## config.mk

```make
export PLATFORM = sky130hd
export DESIGN_NAME = ps2_game_keys
export DESIGN_NICKNAME = d
export VERILOG_FILES = /design/src/rtl/ps2_keys_pkg.sv /design/src/rtl/key_repeat_timer.sv /design/src/rtl/ps2_game_keys.sv
export SDC_FILE = /design/constraint.sdc
export NUM_CORES = 1
export LEC_CHECK = 0
export CORE_ASPECT_RATIO = 2
export CORE_MARGIN = 2
export CORE_UTILIZATION = 45
export DETAILED_ROUTE_END_ITERATION = 10
export GPL_TIMING_DRIVEN = 0
export PLACE_DENSITY_LB_ADDON = 0.15
export SLEW_MARGIN = 20
export SYNTH_ARGS = -nofsm -noshare
export SYNTH_HDL_FRONTEND = slang
export SYNTH_HIERARCHICAL = 1
export SYNTH_SLANG_ARGS = --single-unit
```

## constraint.sdc

```tcl
create_clock -name clock -period 4.15 [get_ports clock]
set_input_delay 1.0375 -clock clock [delete_from_list [all_inputs] [get_ports clock]]
set_output_delay 1.0375 -clock clock [all_outputs]
set_load 0.01 [all_outputs]
```

## src/rtl/ps2_keys_pkg.sv

```systemverilog
// Shared types and byte constants for the PS/2 game-key decoder.
package ps2_keys_pkg;

   typedef enum logic [1:0] {IDLE, EXT, BRK, EXT_BRK} ps2_state_t;

   localparam logic [7:0] PS2_EXT = 8'hE0;
   localparam logic [7:0] PS2_BRK = 8'hF0;
   localparam logic [7:0] PS2_ACK = 8'hFA;
   localparam logic [7:0] PS2_BAT = 8'hAA;

   // Bytes the keyboard emits for housekeeping; they never affect key state.
   function automatic logic is_filler(input logic [7:0] b);
      return (b == PS2_ACK) || (b == PS2_BAT) || (b == 8'h00) || (b == 8'hFF);
   endfunction

endpackage

```

## src/rtl/key_repeat_timer.sv

```systemverilog
// Auto-repeat down-counter: loads DELAY on start, ticks at 1 and reloads PERIOD.
module key_repeat_timer #(
   parameter int CNT_W  = 26,
   parameter int DELAY  = 25_000_000,
   parameter int PERIOD = 5_000_000
) (
   input  logic clock,
   input  logic reset,
   input  logic start,
   input  logic stop,
   output logic tick
);

   localparam logic [CNT_W-1:0] DELAY_C  = CNT_W'(DELAY);
   localparam logic [CNT_W-1:0] PERIOD_C = CNT_W'(PERIOD);
   localparam logic [CNT_W-1:0] ONE      = CNT_W'(1);

   logic [CNT_W-1:0] count;

   // Zero means idle; a zero DELAY therefore disables repeating entirely.
   always_ff @(posedge clock) begin
      if (reset)
         count <= '0;
      else if (start)
         count <= DELAY_C;
      else if (stop)
         count <= '0;
      else if (count == ONE)
         count <= PERIOD_C;
      else if (count != '0)
         count <= count - ONE;
   end

   assign tick = (count == ONE);

endmodule

```

## src/rtl/ps2_game_keys.sv

```systemverilog
// PS/2 scancode decoder producing held levels and press/auto-repeat pulses per key.
module ps2_game_keys
   import ps2_keys_pkg::*;
#(
   parameter int                    NUM_KEYS      = 6,
   parameter logic [8*NUM_KEYS-1:0] KEY_CODES     = 48'h443A_2324_2B1B,
   parameter logic [NUM_KEYS-1:0]   KEY_EXT       = '0,
   parameter int                    CNT_W         = 26,
   parameter int                    REPEAT_DELAY  = 25_000_000,
   parameter int                    REPEAT_PERIOD = 5_000_000
) (
   input  logic                clock,
   input  logic                reset,
   input  logic [7:0]          ps2_key_data,
   input  logic                ps2_key_pressed,
   output logic [NUM_KEYS-1:0] key_held,
   output logic [NUM_KEYS-1:0] key_n,
   output logic [NUM_KEYS-1:0] key_pulse,
   output logic [7:0]          last_code,
   output logic                proto_err
);

   ps2_state_t          state;
   logic [NUM_KEYS-1:0] owner;
   logic [NUM_KEYS-1:0] match;
   logic [NUM_KEYS-1:0] make_hit;
   logic [NUM_KEYS-1:0] brk_hit;
   logic [NUM_KEYS-1:0] new_press;
   logic [NUM_KEYS-1:0] next_held;
   logic is_ext_byte, is_brk_byte, is_code, in_ext, in_brk, err;
   logic any_new, owner_stop, tick, repeat_fire;

   assign is_ext_byte = (ps2_key_data == PS2_EXT);
   assign is_brk_byte = (ps2_key_data == PS2_BRK);
   assign is_code     = !is_ext_byte && !is_brk_byte && !is_filler(ps2_key_data);
   assign in_ext      = (state == EXT) || (state == EXT_BRK);
   assign in_brk      = (state == BRK) || (state == EXT_BRK);

   for (genvar i = 0; i < NUM_KEYS; i++) begin : g_match
      assign match[i] = (KEY_CODES[8*i +: 8] == ps2_key_data) && (KEY_EXT[i] == in_ext);
   end

   assign make_hit  = (ps2_key_pressed && is_code && !in_brk) ? match : '0;
   assign brk_hit   = (ps2_key_pressed && is_code &&  in_brk) ? match : '0;
   assign new_press = make_hit & ~key_held;
   assign next_held = (key_held | new_press) & ~brk_hit;
   assign any_new   = |new_press;

   // A fresh press pre-empts both the old owner's expiry and any release handling.
   assign owner_stop  = !any_new && |(owner & brk_hit);
   assign repeat_fire = tick && !any_new && !owner_stop;

   assign err = ps2_key_pressed &&
                ((in_brk && (is_ext_byte || is_brk_byte)) || (state == EXT && is_ext_byte));

   key_repeat_timer #(
      .CNT_W  (CNT_W),
      .DELAY  (REPEAT_DELAY),
      .PERIOD (REPEAT_PERIOD)
   ) u_timer (
      .clock (clock),
      .reset (reset),
      .start (any_new),
      .stop  (owner_stop),
      .tick  (tick)
   );

   always_ff @(posedge clock) begin
      if (reset) begin
         state     <= IDLE;
         key_held  <= '0;
         key_n     <= '1;
         key_pulse <= '0;
         last_code <= '0;
         proto_err <= 1'b0;
         owner     <= '0;
      end else begin
         key_held  <= next_held;
         key_n     <= ~next_held;
         proto_err <= err;

         if (any_new)
            key_pulse <= new_press;
         else if (repeat_fire)
            key_pulse <= owner;
         else
            key_pulse <= '0;

         // Lowest-index newly pressed channel takes ownership (x & -x isolates it).
         if (any_new)
            owner <= new_press & (-new_press);
         else if (owner_stop)
            owner <= '0;

         if (ps2_key_pressed && is_code)
            last_code <= ps2_key_data;

         if (ps2_key_pressed) begin
            if (err || is_code)
               state <= IDLE;
            else if (is_ext_byte)
               state <= EXT;
            else if (is_brk_byte)
               state <= (state == EXT) ? EXT_BRK : BRK;
         end
      end
   end

endmodule

```

==> results of run 1 <==
-- final cells by class --
| type | count | area, um2 |
|---|---|---|
| inverters | 9 | 33.8 |
| multi-input cells | 262 | 1840 |
| fillers | 660 | 2970 |
| flip-flops and latches | 61 | 1220 |
| clock buffers | 11 | 253 |
| plain buffers | 20 | 153 |
| repair buffers | 35 | 350 |
| clock inverters | 5 | 58.8 |
| well taps | 90 | 113 |
-- metal layers --
metal  up-vias  track usage, %  share of wire (%)
met1      1370            19.9                 34
met4         0            15.9                5.6
met5         -               0                  0
met3        32            6.15                3.9
li1       1417               -                  -
met2        83            42.9                 57
-- registers in the layout (all words and copies together) (netlist names) --
signal and flops:
proto_err 1, state 2, last_code 8, key_n 6, key_held 6, u_timer/count 26, owner 6, key_pulse 6
-- critical path: cells and delay by family --
family,cells,cell delay [ns]
AO/OA/AOI/OAI,2,0.39
buffers and inverters,2,0.76
AND/OR/NAND/NOR,5,1.84
-- power groups by stage --
stage | clock, uW | combinational (uW) | sequential, uW
after floorplan | 0 | 736 | 759
after global placement | 0 | 920 | 776
after detailed placement | 0 | 941 | 779
after CTS | 782 | 943 | 767
after global routing | 806 | 1020 | 780
final | 766 | 948 | 770
-- final timing paths --
kind	endpoint	start	cells past startpoint	slack [ns]
max	u_timer/count[3]$_SDFFE_PP0P_	ps2_key_data[1]	9	0.39
min	owner[1]$_SDFFE_PP0P_	owner[1]$_SDFFE_PP0P_	2	0.48
max reg2reg	u_timer/count[15]$_SDFFE_PP0P_	state[0]$_SDFFE_PP0P_	9	1.23
min reg2reg	owner[1]$_SDFFE_PP0P_	owner[1]$_SDFFE_PP0P_	2	0.48
-- stage by stage --
step           total power, uW  util [%]  std cells  hold WS (ns)  instance area, um2
6_report                  2480      57.6        493         0.478                4030
5_1_grt                   2610      57.6        493         0.513                4030
4_1_cts                   2490      57.6        493         0.483                4030
3_5_place_dp              1720      53.1        477         0.475                3710
3_3_place_gp              1700      53.1        477         0.466                3710
2_1_floorplan             1500         -        352         0.447                3250
-- cells by family after synthesis --
group | share of synthesized area (%)
AOI/OAI and AO/OA | 19.4
xor gates and xnor gates | 4.85
adders and majority gates | 1.15
buffers and inverters | 5.73
DFF | 37.6
muxes | 3.08
and+or+nand+nor | 28.3
-- cell usage in the layout, fill, tap and decap left out, drive strengths merged, types with 10 or more instances in the layout --
| cell type | n |
|---|---|
| dfxtp | 61 |
| clkdlybuf4s50 | 35 |
| nor2 | 26 |
| o21ai | 25 |
| clkbuf | 20 |
| nor3 | 15 |
| nor4 | 15 |
| xnor2 | 14 |
| or3 | 13 |
| nand2 | 12 |
| nand3 | 12 |
| a21oi | 11 |
| buf | 11 |
| mux2i | 10 |
==> reports/qor_table.md, run 1 <==
| Step | Quantity | This run |
|:---|:---|:---|
| routing | Routed via count | 2902 |
| clocking | Post-CTS Hold Buffers | 0 |
| sta | Final total negative setup slack | 0 ns |
| clocking | Post-CTS repair timing setup buffer count | 0 |
| status | Status | complete, no violations |
| pwr | Max VDD drop | 0.000509 V |
| placed design | Port buffer count | 35 |
| placed design | Placer's final routability congestion estimate | 0.958 |
| pwr | Total internal power | 1580 uW |
| sta | Setup repair after global routing missed its margin | false |
| placed design | Setup Slack @ Placement | 0.0874 ns |
| pwr | Clock power share | 30.8% |
| setup path | Sort of element at the start of the critical path | input port |
| hold path | Worst hold path class | flip-flop to flip-flop |
| floorplanning | Die outline area | 0.00796 mm2 |
| setup path | Data arrival, critical path | 4.02 ns |
| setup path | Req. time, crit path | 4.42 ns |
| setup path | CP max stage delay | 0.55 ns |
| pwr | Sequential share of power | 31.0% |
| synthesis | Number of flops mapped to enable cells by yosys | 0 |
| synthesis | Post-synth top area share | 37.6% |
| setup path | Slowest stage cell on the critical path | sky130_fd_sc_hd__clkdlybuf4s50_1 |
| global route | Largest net degree at the start of global routing | 14 |
| routing | Detailed router's first-iteration violation count | 219 |
| synthesis | Most frequent cells after synthesis | sky130_fd_sc_hd__dfxtp_1, sky130_fd_sc_hd__nor2_1, sky130_fd_sc_hd__o21ai_0 |
| clocking | Clk buf depth | 2 |
| clocking | Clock Pin Slew Worst Setup and Hold Paths | 0.05 ns |
| synthesis | Cell area after technology mapping | 0.00325 mm2 |
| sta | Final-report setup violation count | 0 |
| floorplanning | X dimension of the die | 64.1 um |
| routing | Number of detailed-route iterations in the first pass | 4 |
| global route | Initial antenna violation count | 0 |
| setup path | Endpoint type of the worst setup path | flip-flop |
| floorplanning | Core Region | 0.00699 mm2 |
| synthesis | Post-synthesis cell type with the largest combined area | sky130_fd_sc_hd__dfxtp_1 |
| layout | Antenna fix cells | 0 |
| floorplanning | # IOs | 38 |
| global route | Overflow left after global routing | 0 |
| synthesis | Most frequently used cell type in the post-synthesis netlist | sky130_fd_sc_hd__dfxtp_1 |
| pwr | Switching share of total power | 36.5% |
| clocking | Clock tree from TritonCTS | yes |
| pwr | Power per standard cell area | 617 mW/mm2 |
| layout | Fraction of final layout cells sized beyond drive strength 1 | 15.9% |
| global route | Number of global-route vias before repair | 2847 |
| synthesis | Sequential element share of the synthesized area | 37.6% |
| global route | Global-route wire length before repair | 13800 um |
| synthesis | Synth Register Bits | 61 |
| clocking | Sink Count | 61 |
| clocking | CTS root buf | sky130_fd_sc_hd__clkbuf_16 |
| pwr | Combinational share of power | 38.1% |
| synthesis | Cell count after synthesis | 352 |
| synthesis | Syn_nets | 366 |
| floorplanning | Die boundary height | 124 um |
| placed design | Dpl hpwl | 6690 um |
| pwr | Static leakage | 0.00148 uW |
| setup path | Setup Crit Path Kind | input port to flip-flop |
| sta | Clock skew | 0.00775 ns |
| synthesis | Prevailing post-synth register cell | sky130_fd_sc_hd__dfxtp_1 |
| run | Max-cap check violation count | 0 |
| routing | Detail Route Antenna Nets | 0 |
| sta | Final clock period utilization by the worst path | 90.5% |
| clocking | Clock Latency Late Sink | 0.34 ns |
| global route | GRT Util Overall | 22.9% |
| sta | Fmax achieved | 0.266 GHz |
| synthesis | Avg Synthesized Cell Area | 9.24 um2 |
| routing | Vias per inst | 5.89 |
| sta | Final hold violations | 0 |
| sta | Headroom to the max-slew limit | 45.5% |
| floorplanning | Starting density of the core | 46.5% |
| sta | Transition at the pin with the smallest max-transition slack | 0.810 ns |
| setup path | Crit path max fanout | 11 |
| pwr | Total net switching power | 906 uW |
| clocking | Number of CTS-inserted buffers | 9 |
| synthesis | Netlist cell types | 66 |
| clocking | Resized cells post-CTS | 0 |
| sta | Setup WS post-layout | 0.395 ns |
| routing | Number of DRC violations after detailed routing | 0 |
| routing | Routed len/inst | 17.5 um |
| clocking | CTS H-tree depth | 3 |
| layout | Final layout net count | 412 |
| synthesis | Count of synthesis-stage warnings from yosys | 6 |
| routing | Wirelength, routed | 8640 um |
| synthesis | Share of flip-flops with an asynchronous set or reset | 0% |
| setup path | Critical Path, Cell by Cell | clkdlybuf4s50_1 -> nor4_2 -> o21ai_0 -> nand4_1 -> nor2_2 -> or3_1 -> or2_2 -> buf_2 -> a21oi_1 |
| synthesis | Cells taking the most area after synthesis | sky130_fd_sc_hd__dfxtp_1, sky130_fd_sc_hd__xnor2_1, sky130_fd_sc_hd__o21ai_0 |
| sta | Pins over their slew limit | 0 |
| layout | Area growth from synthesis to layout | 23.8% |
| sta | Final Critical Period | 3.76 ns |
| floorplanning | Num rows | 43 |
Power figures use the tool's default switching activity.
==> run 2, diff against run 1 <==
--- a/config.mk
+++ b/config.mk
@@ -6,8 +6,9 @@
 export NUM_CORES = 1
 export LEC_CHECK = 0
 export CORE_ASPECT_RATIO = 2
-export CORE_MARGIN = 2
+export CORE_MARGIN = 4
 export CORE_UTILIZATION = 45
+export CTS_CLUSTER_SIZE = 25
 export DETAILED_ROUTE_END_ITERATION = 10
 export GPL_TIMING_DRIVEN = 0
 export PLACE_DENSITY_LB_ADDON = 0.15
==> reports/qor_table.md, run 2 (synthesis results as in run 1) <==
| Step | Quantity | This run | Delta |
|:---|:---|:---|:---|
| sta | Final Critical Period | 3.76 ns | +0.00409 ns |
| routing | Routed len/inst | 17.7 um | +0.97% |
| sta | Headroom to the max-slew limit | 46.2% | +0.69 points |
| floorplanning | Starting density of the core | 46.5% | unchanged |
| sta | Final clock period utilization by the worst path | 90.6% | +0.098 points |
| pwr | Power per standard cell area | 621 mW/mm2 | +0.61% |
| clocking | Sink Count | 61 | unchanged |
| pwr | Max VDD drop | 0.000481 V | -5.5% |
| layout | Combined flip-flop and latch cell area | 0.00122 mm2 | unchanged |
| clocking | Post-CTS Hold Buffers | 0 | unchanged |
| layout | Area growth from synthesis to layout | 24.0% |  |
| sta | Pins over their slew limit | 0 | unchanged |
| routing | Routed via count | 2915 | +0.45% |
| status | Status | complete, no violations |  |
| hold path | Worst hold path class | flip-flop to flip-flop |  |
| layout | Max FFs per register | 26 | unchanged |
| setup path | Data arrival, critical path | 4.02 ns | about the same |
| floorplanning | Core Region | 0.00699 mm2 | unchanged |
| clocking | Clock Latency Late Sink | 0.33 ns | about the same |
| sta | Final-report setup violation count | 0 | unchanged |
| clocking | Post-CTS repair timing setup buffer count | 0 | unchanged |
| clocking | CTS root buf | sky130_fd_sc_hd__clkbuf_16 |  |
| global route | Initial antenna violation count | 0 | unchanged |
| placed design | Port buffer count | 35 | unchanged |
| global route | Largest net degree at the start of global routing | 14 | unchanged |
| pwr | Static leakage | 0.00148 uW | -0.21% |
| setup path | Setup Crit Path Kind | input port to flip-flop |  |
| layout | Antenna fix cells | 0 | unchanged |
| setup path | R2r worst-path depth | 9 | unchanged |
| setup path | Sort of element at the start of the critical path | input port |  |
| routing | Vias per inst | 5.91 | +0.45% |
| sta | Clock skew | 0.00521 ns | -0.00254 ns |
| sta | Final hold violations | 0 | unchanged |
| placed design | Placer's final routability congestion estimate | 0.968 | +1.1% |
| layout | Most flop-heavy register | u_timer/count |  |
| clocking | Clock tree from TritonCTS | yes |  |
| setup path | Req. time, crit path | 4.41 ns | about the same |
| clocking | Number of CTS-inserted buffers | 9 | unchanged |
| routing | Wirelength, routed | 8720 um | +0.97% |
| global route | Number of global-route vias before repair | 2889 | +1.5% |
| layout | Most frequent cells in the layout | sky130_fd_sc_hd__dfxtp_1, sky130_fd_sc_hd__clkdlybuf4s50_1, sky130_fd_sc_hd__nor2_1 |  |
| sta | Fmax achieved | 0.266 GHz | -0.11% |
| sta | Final total negative setup slack | 0 ns | unchanged |
| floorplanning | Die outline area | 0.00873 mm2 | +9.7% |
| clocking | Clock Pin Slew Worst Setup and Hold Paths | 0.05 ns | about the same |
| global route | Global-route wire length before repair | 13900 um | +0.80% |
| global route | GRT Util Overall | 21.7% | -1.2 points |
| floorplanning | X dimension of the die | 68.1 um | +6.2% |
| setup path | Worst reg-to-reg setup slack | 1.23 ns | about the same |
| placed design | Dpl hpwl | 6760 um | +0.95% |
| sta | Setup repair after global routing missed its margin | false |  |
| sta | Post-Route Hold Slack | 0.482 ns | +0.00334 ns |
| setup path | Critical path capture point | u_timer/count[3]$_SDFFE_PP0P_ |  |
| layout | Multi-input logic area | 0.00184 mm2 | unchanged |
| clocking | Clk buf depth | 2 | unchanged |
| setup path | R2R Path End | u_timer/count[15]$_SDFFE_PP0P_ |  |
| sta | Transition at the pin with the smallest max-transition slack | 0.799 ns | -0.0102 ns |
| layout | Fraction of final layout cells sized beyond drive strength 1 | 15.6% | -0.25 points |
| setup path | Endpoint type of the worst setup path | flip-flop |  |
| routing | Detailed router's first-iteration violation count | 233 | +6.4% |
| global route | Overflow left after global routing | 0 | unchanged |
| layout | Total of fill cells in the finished design | 646 | -2.1% |
| routing | Number of DRC violations after detailed routing | 0 | unchanged |
| floorplanning | # IOs | 38 | unchanged |
| clocking | CTS H-tree depth | 3 | unchanged |
| layout | Final layout net count | 412 | unchanged |
| routing | Detail Route Antenna Nets | 0 | unchanged |
| floorplanning | Num rows | 43 | unchanged |
| floorplanning | Die boundary height | 128 um | +3.2% |
| clocking | Resized cells post-CTS | 0 | unchanged |
| setup path | Crit path max fanout | 11 | unchanged |
| setup path | Critical path startpoint | ps2_key_data[1] |  |
| run | Max-cap check violation count | 0 | unchanged |
| routing | Number of detailed-route iterations in the first pass | 4 | unchanged |
| layout | Biggest regs | u_timer/count: 26 flops, last_code: 8 flops |  |
| layout | Most common cell after layout, fill and taps aside | sky130_fd_sc_hd__dfxtp_1 |  |
| setup path | Worst reg2reg path startpoint | state[0]$_SDFFE_PP0P_ |  |
[run 2: report_power, final]
group          internal [uW]  leakage (uW)  switching, uW
sequential               683      0.000497           87.0
clock                    524      0.000145            269
combinational            399      0.000836            541
total                   1610       0.00148            897
[run 2: layout make-up]
cell class,instances,area share (%)
Sequential cell,61,30.3
Multi-Input combinational cell,262,45.7
Clock inverter,6,2.17
Buffer,20,3.79
Clock buffer,10,5.68
Tap cell,90,2.79
Inverter,9,0.838
Timing Repair Buffer,35,8.69
[run 2: worst min-delay path by stage]
stage | from | end | slack, ns | cells after the start
final | owner[1]$_SDFFE_PP0P_ | owner[1]$_SDFFE_PP0P_ | 0.48 | 2
after global routing | owner[5]$_SDFFE_PP0P_ | key_pulse[5]$_SDFF_PP0_ | 0.50 | 2
after CTS | owner[1]$_SDFFE_PP0P_ | owner[1]$_SDFFE_PP0P_ | 0.48 | 2
after detailed placement | owner[1]$_SDFFE_PP0P_ | owner[1]$_SDFFE_PP0P_ | 0.48 | 2
after global placement | owner[1]$_SDFFE_PP0P_ | owner[1]$_SDFFE_PP0P_ | 0.47 | 2
after floorplan | owner[3]$_SDFFE_PP0P_ | key_pulse[3]$_SDFF_PP0_ | 0.45 | 2
[run 2: critical path: stages]
cell                              delay (ns)
sky130_fd_sc_hd__clkdlybuf4s50_1        0.56
sky130_fd_sc_hd__nor4_2                 0.43
sky130_fd_sc_hd__o21ai_0                0.25
sky130_fd_sc_hd__nand4_1                0.41
sky130_fd_sc_hd__nor2_2                 0.19
sky130_fd_sc_hd__or3_1                  0.45
sky130_fd_sc_hd__or2_2                  0.33
sky130_fd_sc_hd__buf_2                  0.21
sky130_fd_sc_hd__a21oi_1                0.13
[run 2: stage by stage]
step	area, um2	total power [uW]	std cells	util, %	setup WS, ns
floorplan	3250	1500	352	-	0.996
global placement	3710	1690	477	53.1	0.122
detailed placement	3710	1720	477	53.1	0.0821
CTS	4030	2520	493	57.6	0.424
global route	4030	2670	493	57.6	0.192
finish	4030	2500	493	57.6	0.390
[run 2: metal layers]
layer	vias to the layer above	GRT usage (%)	part of all wire, %
li1	1415	-	-
met1	1359	19.1	33
met5	-	0	0
met3	38	5.44	4.6
met4	0	17.9	7.6
met2	103	38.7	55
==> run 3, diff against run 2 <==
--- a/config.mk
+++ b/config.mk
@@ -10,6 +10,7 @@
 export CORE_UTILIZATION = 45
 export CTS_CLUSTER_SIZE = 25
 export DETAILED_ROUTE_END_ITERATION = 10
+export DONT_BUFFER_PORTS = 1
 export GPL_TIMING_DRIVEN = 0
 export PLACE_DENSITY_LB_ADDON = 0.15
 export SLEW_MARGIN = 20
==> reports/qor_table.md, run 3 (synthesis results as in run 1) <==
| Step | Quantity | This run | Delta |
|:---|:---|:---|:---|
| setup path | R2R Path End | u_timer/count[4]$_SDFFE_PP0P_ |  |
| sta | Final total negative setup slack | 0 ns | unchanged |
| pwr | Power consumption | 2510 uW | +0.20% |
| floorplanning | Die boundary height | 128 um | unchanged |
| placed design | Placed cell area | 0.00336 mm2 | -9.4% |
| layout | Biggest regs | u_timer/count: 26 flops, last_code: 8 flops |  |
| clocking | Sink Count | 61 | unchanged |
| layout | Max FFs per register | 26 | unchanged |
| setup path | Worst reg-to-reg setup slack | 1.19 ns | -0.04 ns |
| layout | Area growth from synthesis to layout | 13.5% |  |
| routing | Routed len/inst | 19.1 um | +7.8% |
| layout | Most frequent cells in the layout | sky130_fd_sc_hd__dfxtp_1, sky130_fd_sc_hd__nor2_1, sky130_fd_sc_hd__o21ai_0 |  |
| routing | Number of DRC violations after detailed routing | 0 | unchanged |
| clocking | Number of CTS-inserted buffers | 9 | unchanged |
| placed design | Port buffer count | 0 | -100% |
| global route | Initial antenna violation count | 0 | unchanged |
| sta | Setup repair after global routing missed its margin | false |  |
| floorplanning | # IOs | 38 | unchanged |
| sta | Final-report setup violation count | 0 | unchanged |
| sta | Final clock period utilization by the worst path | 80.5% | -10 points |
| floorplanning | Starting density of the core | 46.5% | unchanged |
| clocking | Clock tree from TritonCTS | yes |  |
| hold path | Worst hold path class | flip-flop to flip-flop |  |
| setup path | Critical Path, Cell by Cell | clkbuf_8 -> nor4_1 -> nand4_1 -> nor2_1 -> o311a_1 -> buf_2 -> or3_1 -> or2_2 -> buf_2 -> nor2_1 |  |
| clocking | CTS H-tree depth | 3 | unchanged |
| hold path | Number of instances on the worst hold path | 2 | unchanged |
| layout | Antenna fix cells | 0 | unchanged |
| sta | Final hold violations | 0 | unchanged |
| global route | GRT Util Overall | 21.6% | -0.11 points |
| clocking | Resized cells post-CTS | 0 | unchanged |
| sta | Fmax achieved | 0.299 GHz | +13% |
| routing | Routed via count | 2795 | -4.1% |
| sta | Post-Route Hold Slack | 0.485 ns | +0.00377 ns |
| placed design | Placer's final routability congestion estimate | 0.907 | -6.3% |
| global route | Overflow left after global routing | 0 | unchanged |
| floorplanning | X dimension of the die | 68.1 um | unchanged |
| pwr | Static leakage | 0.00135 uW | -8.3% |
| routing | Number of detailed-route iterations in the first pass | 4 | unchanged |
| setup path | CP max stage delay | 0.66 ns | +0.10 ns |
| placed design | Dpl hpwl | 6680 um | -1.2% |
| layout | Final instance area | 0.00369 mm2 | -8.4% |
| layout | Most flop-heavy register | u_timer/count |  |
| sta | Headroom to the max-slew limit | 44.5% | -1.7 points |
| setup path | R2r worst-path depth | 9 | unchanged |
| routing | Vias per inst | 6.10 | +3.2% |
| routing | Detailed router's first-iteration violation count | 192 | -18% |
| clocking | CTS root buf | sky130_fd_sc_hd__clkbuf_16 |  |
| routing | Wirelength, routed | 8730 um | +0.11% |
| clocking | Clock Latency Late Sink | 0.33 ns | about the same |
| hold path | Hold Path Origin | owner[1]$_SDFFE_PP0P_ |  |
| layout | Fraction of final layout cells sized beyond drive strength 1 | 17.1% | +1.5 points |
| setup path | Endpoint type of the worst setup path | flip-flop |  |
| setup path | Data arrival, critical path | 3.55 ns | -0.47 ns |
| floorplanning | Num rows | 43 | unchanged |
| routing | Detail Route Antenna Nets | 0 | unchanged |
| setup path | Worst reg2reg path startpoint | state[0]$_SDFFE_PP0P_ |  |
| global route | Number of global-route vias before repair | 2839 | -1.7% |
| clocking | Post-CTS Hold Buffers | 0 | unchanged |
| clocking | Clk buf depth | 2 | unchanged |
| setup path | Sort of element at the start of the critical path | input port |  |
| floorplanning | Die outline area | 0.00873 mm2 | unchanged |
| layout | Final layout net count | 377 | -8.5% |
| run | Max-cap check violation count | 0 | unchanged |
| status | Status | complete, no violations |  |
| setup path | Setup Crit Path Kind | input port to flip-flop |  |
| clocking | Clock Pin Slew Worst Setup and Hold Paths | 0.06 ns | about the same |
| setup path | Req. time, crit path | 4.36 ns | -0.05 ns |
| floorplanning | Core Region | 0.00699 mm2 | unchanged |
| setup path | Slowest stage cell on the critical path | sky130_fd_sc_hd__nor4_1 |  |
| sta | Transition at the pin with the smallest max-transition slack | 0.825 ns | +0.0252 ns |
| pwr | Max VDD drop | 0.000403 V | -16% |
| setup path | Crit path max fanout | 13 | +2 |
| sta | Clock skew | 0.00593 ns | +0.000720 ns |
| hold path | Worst min-delay path endpoint | owner[1]$_SDFFE_PP0P_ |  |
| layout | Most common cell after layout, fill and taps aside | sky130_fd_sc_hd__dfxtp_1 |  |
| global route | Largest net degree at the start of global routing | 14 | unchanged |
| clocking | Post-CTS repair timing setup buffer count | 0 | unchanged |
| layout | Post-route core utilization | 52.8% | -4.9 points |
| pwr | Power per standard cell area | 679 mW/mm2 | +9.4% |
| global route | Global-route wire length before repair | 13800 um | -0.70% |
| sta | Pins over their slew limit | 0 | unchanged |
| sta | Final Critical Period | 3.34 ns | -0.418 ns |
## run 3: cell count changes in the layout (fill, tap and decap cells not counted), sizes merged
cell and change:
clkdlybuf4s50 -35, clkbuf +1, clkinvlp -1
## run 3: area by class of cell
cell class                      count  area, um2
Tap cell                           90        113
Multi-Input combinational cell    262       1840
Fill cell                         657       3300
Clock buffer                       11        243
Clock inverter                      5       83.8
Inverter                            9       33.8
Sequential cell                    61       1220
Buffer                             20        153
## run 3: worst max path at each step
stage	start	endpoint	slack (ns)
global placement	ps2_key_data[0]	u_timer/count[15]$_SDFFE_PP0P_	0.52
global route	ps2_key_data[0]	u_timer/count[23]$_SDFFE_PP0P_	0.58
CTS	ps2_key_data[0]	u_timer/count[4]$_SDFFE_PP0P_	0.83
detailed placement	ps2_key_data[0]	u_timer/count[7]$_SDFFE_PP0P_	0.50
floorplan	ps2_key_data[7]	u_timer/count[0]$_SDFFE_PP0P_	1.0
finish	ps2_key_data[0]	u_timer/count[4]$_SDFFE_PP0P_	0.81
## run 3: per-layer routing
layer	GRT usage, %	share of wire [%]	up-vias
met5	0	0	-
met1	18.6	32	1303
met4	17.2	8.1	0
met3	6.49	5.2	40
met2	38.5	55	101
li1	-	-	1351
## run 3: worst max-delay path: cells and delay by family
family | cells | cell delay (ns)
compound gates | 1 | 0.26
buf+inv | 3 | 0.67
simple gates | 6 | 1.58
## run 3: per-stage QoR
stage               setup slack [ns]  instances
floorplan                      0.996        352
global placement               0.516        442
detailed placement             0.498        442
CTS                            0.833        458
global route                   0.576        458
finish                         0.809        458
## run 3: power breakdown
part	internal, uW	switching [uW]	total, uW
combinational	386	537	923
sequential	683	89.5	772
clock	543	270	813
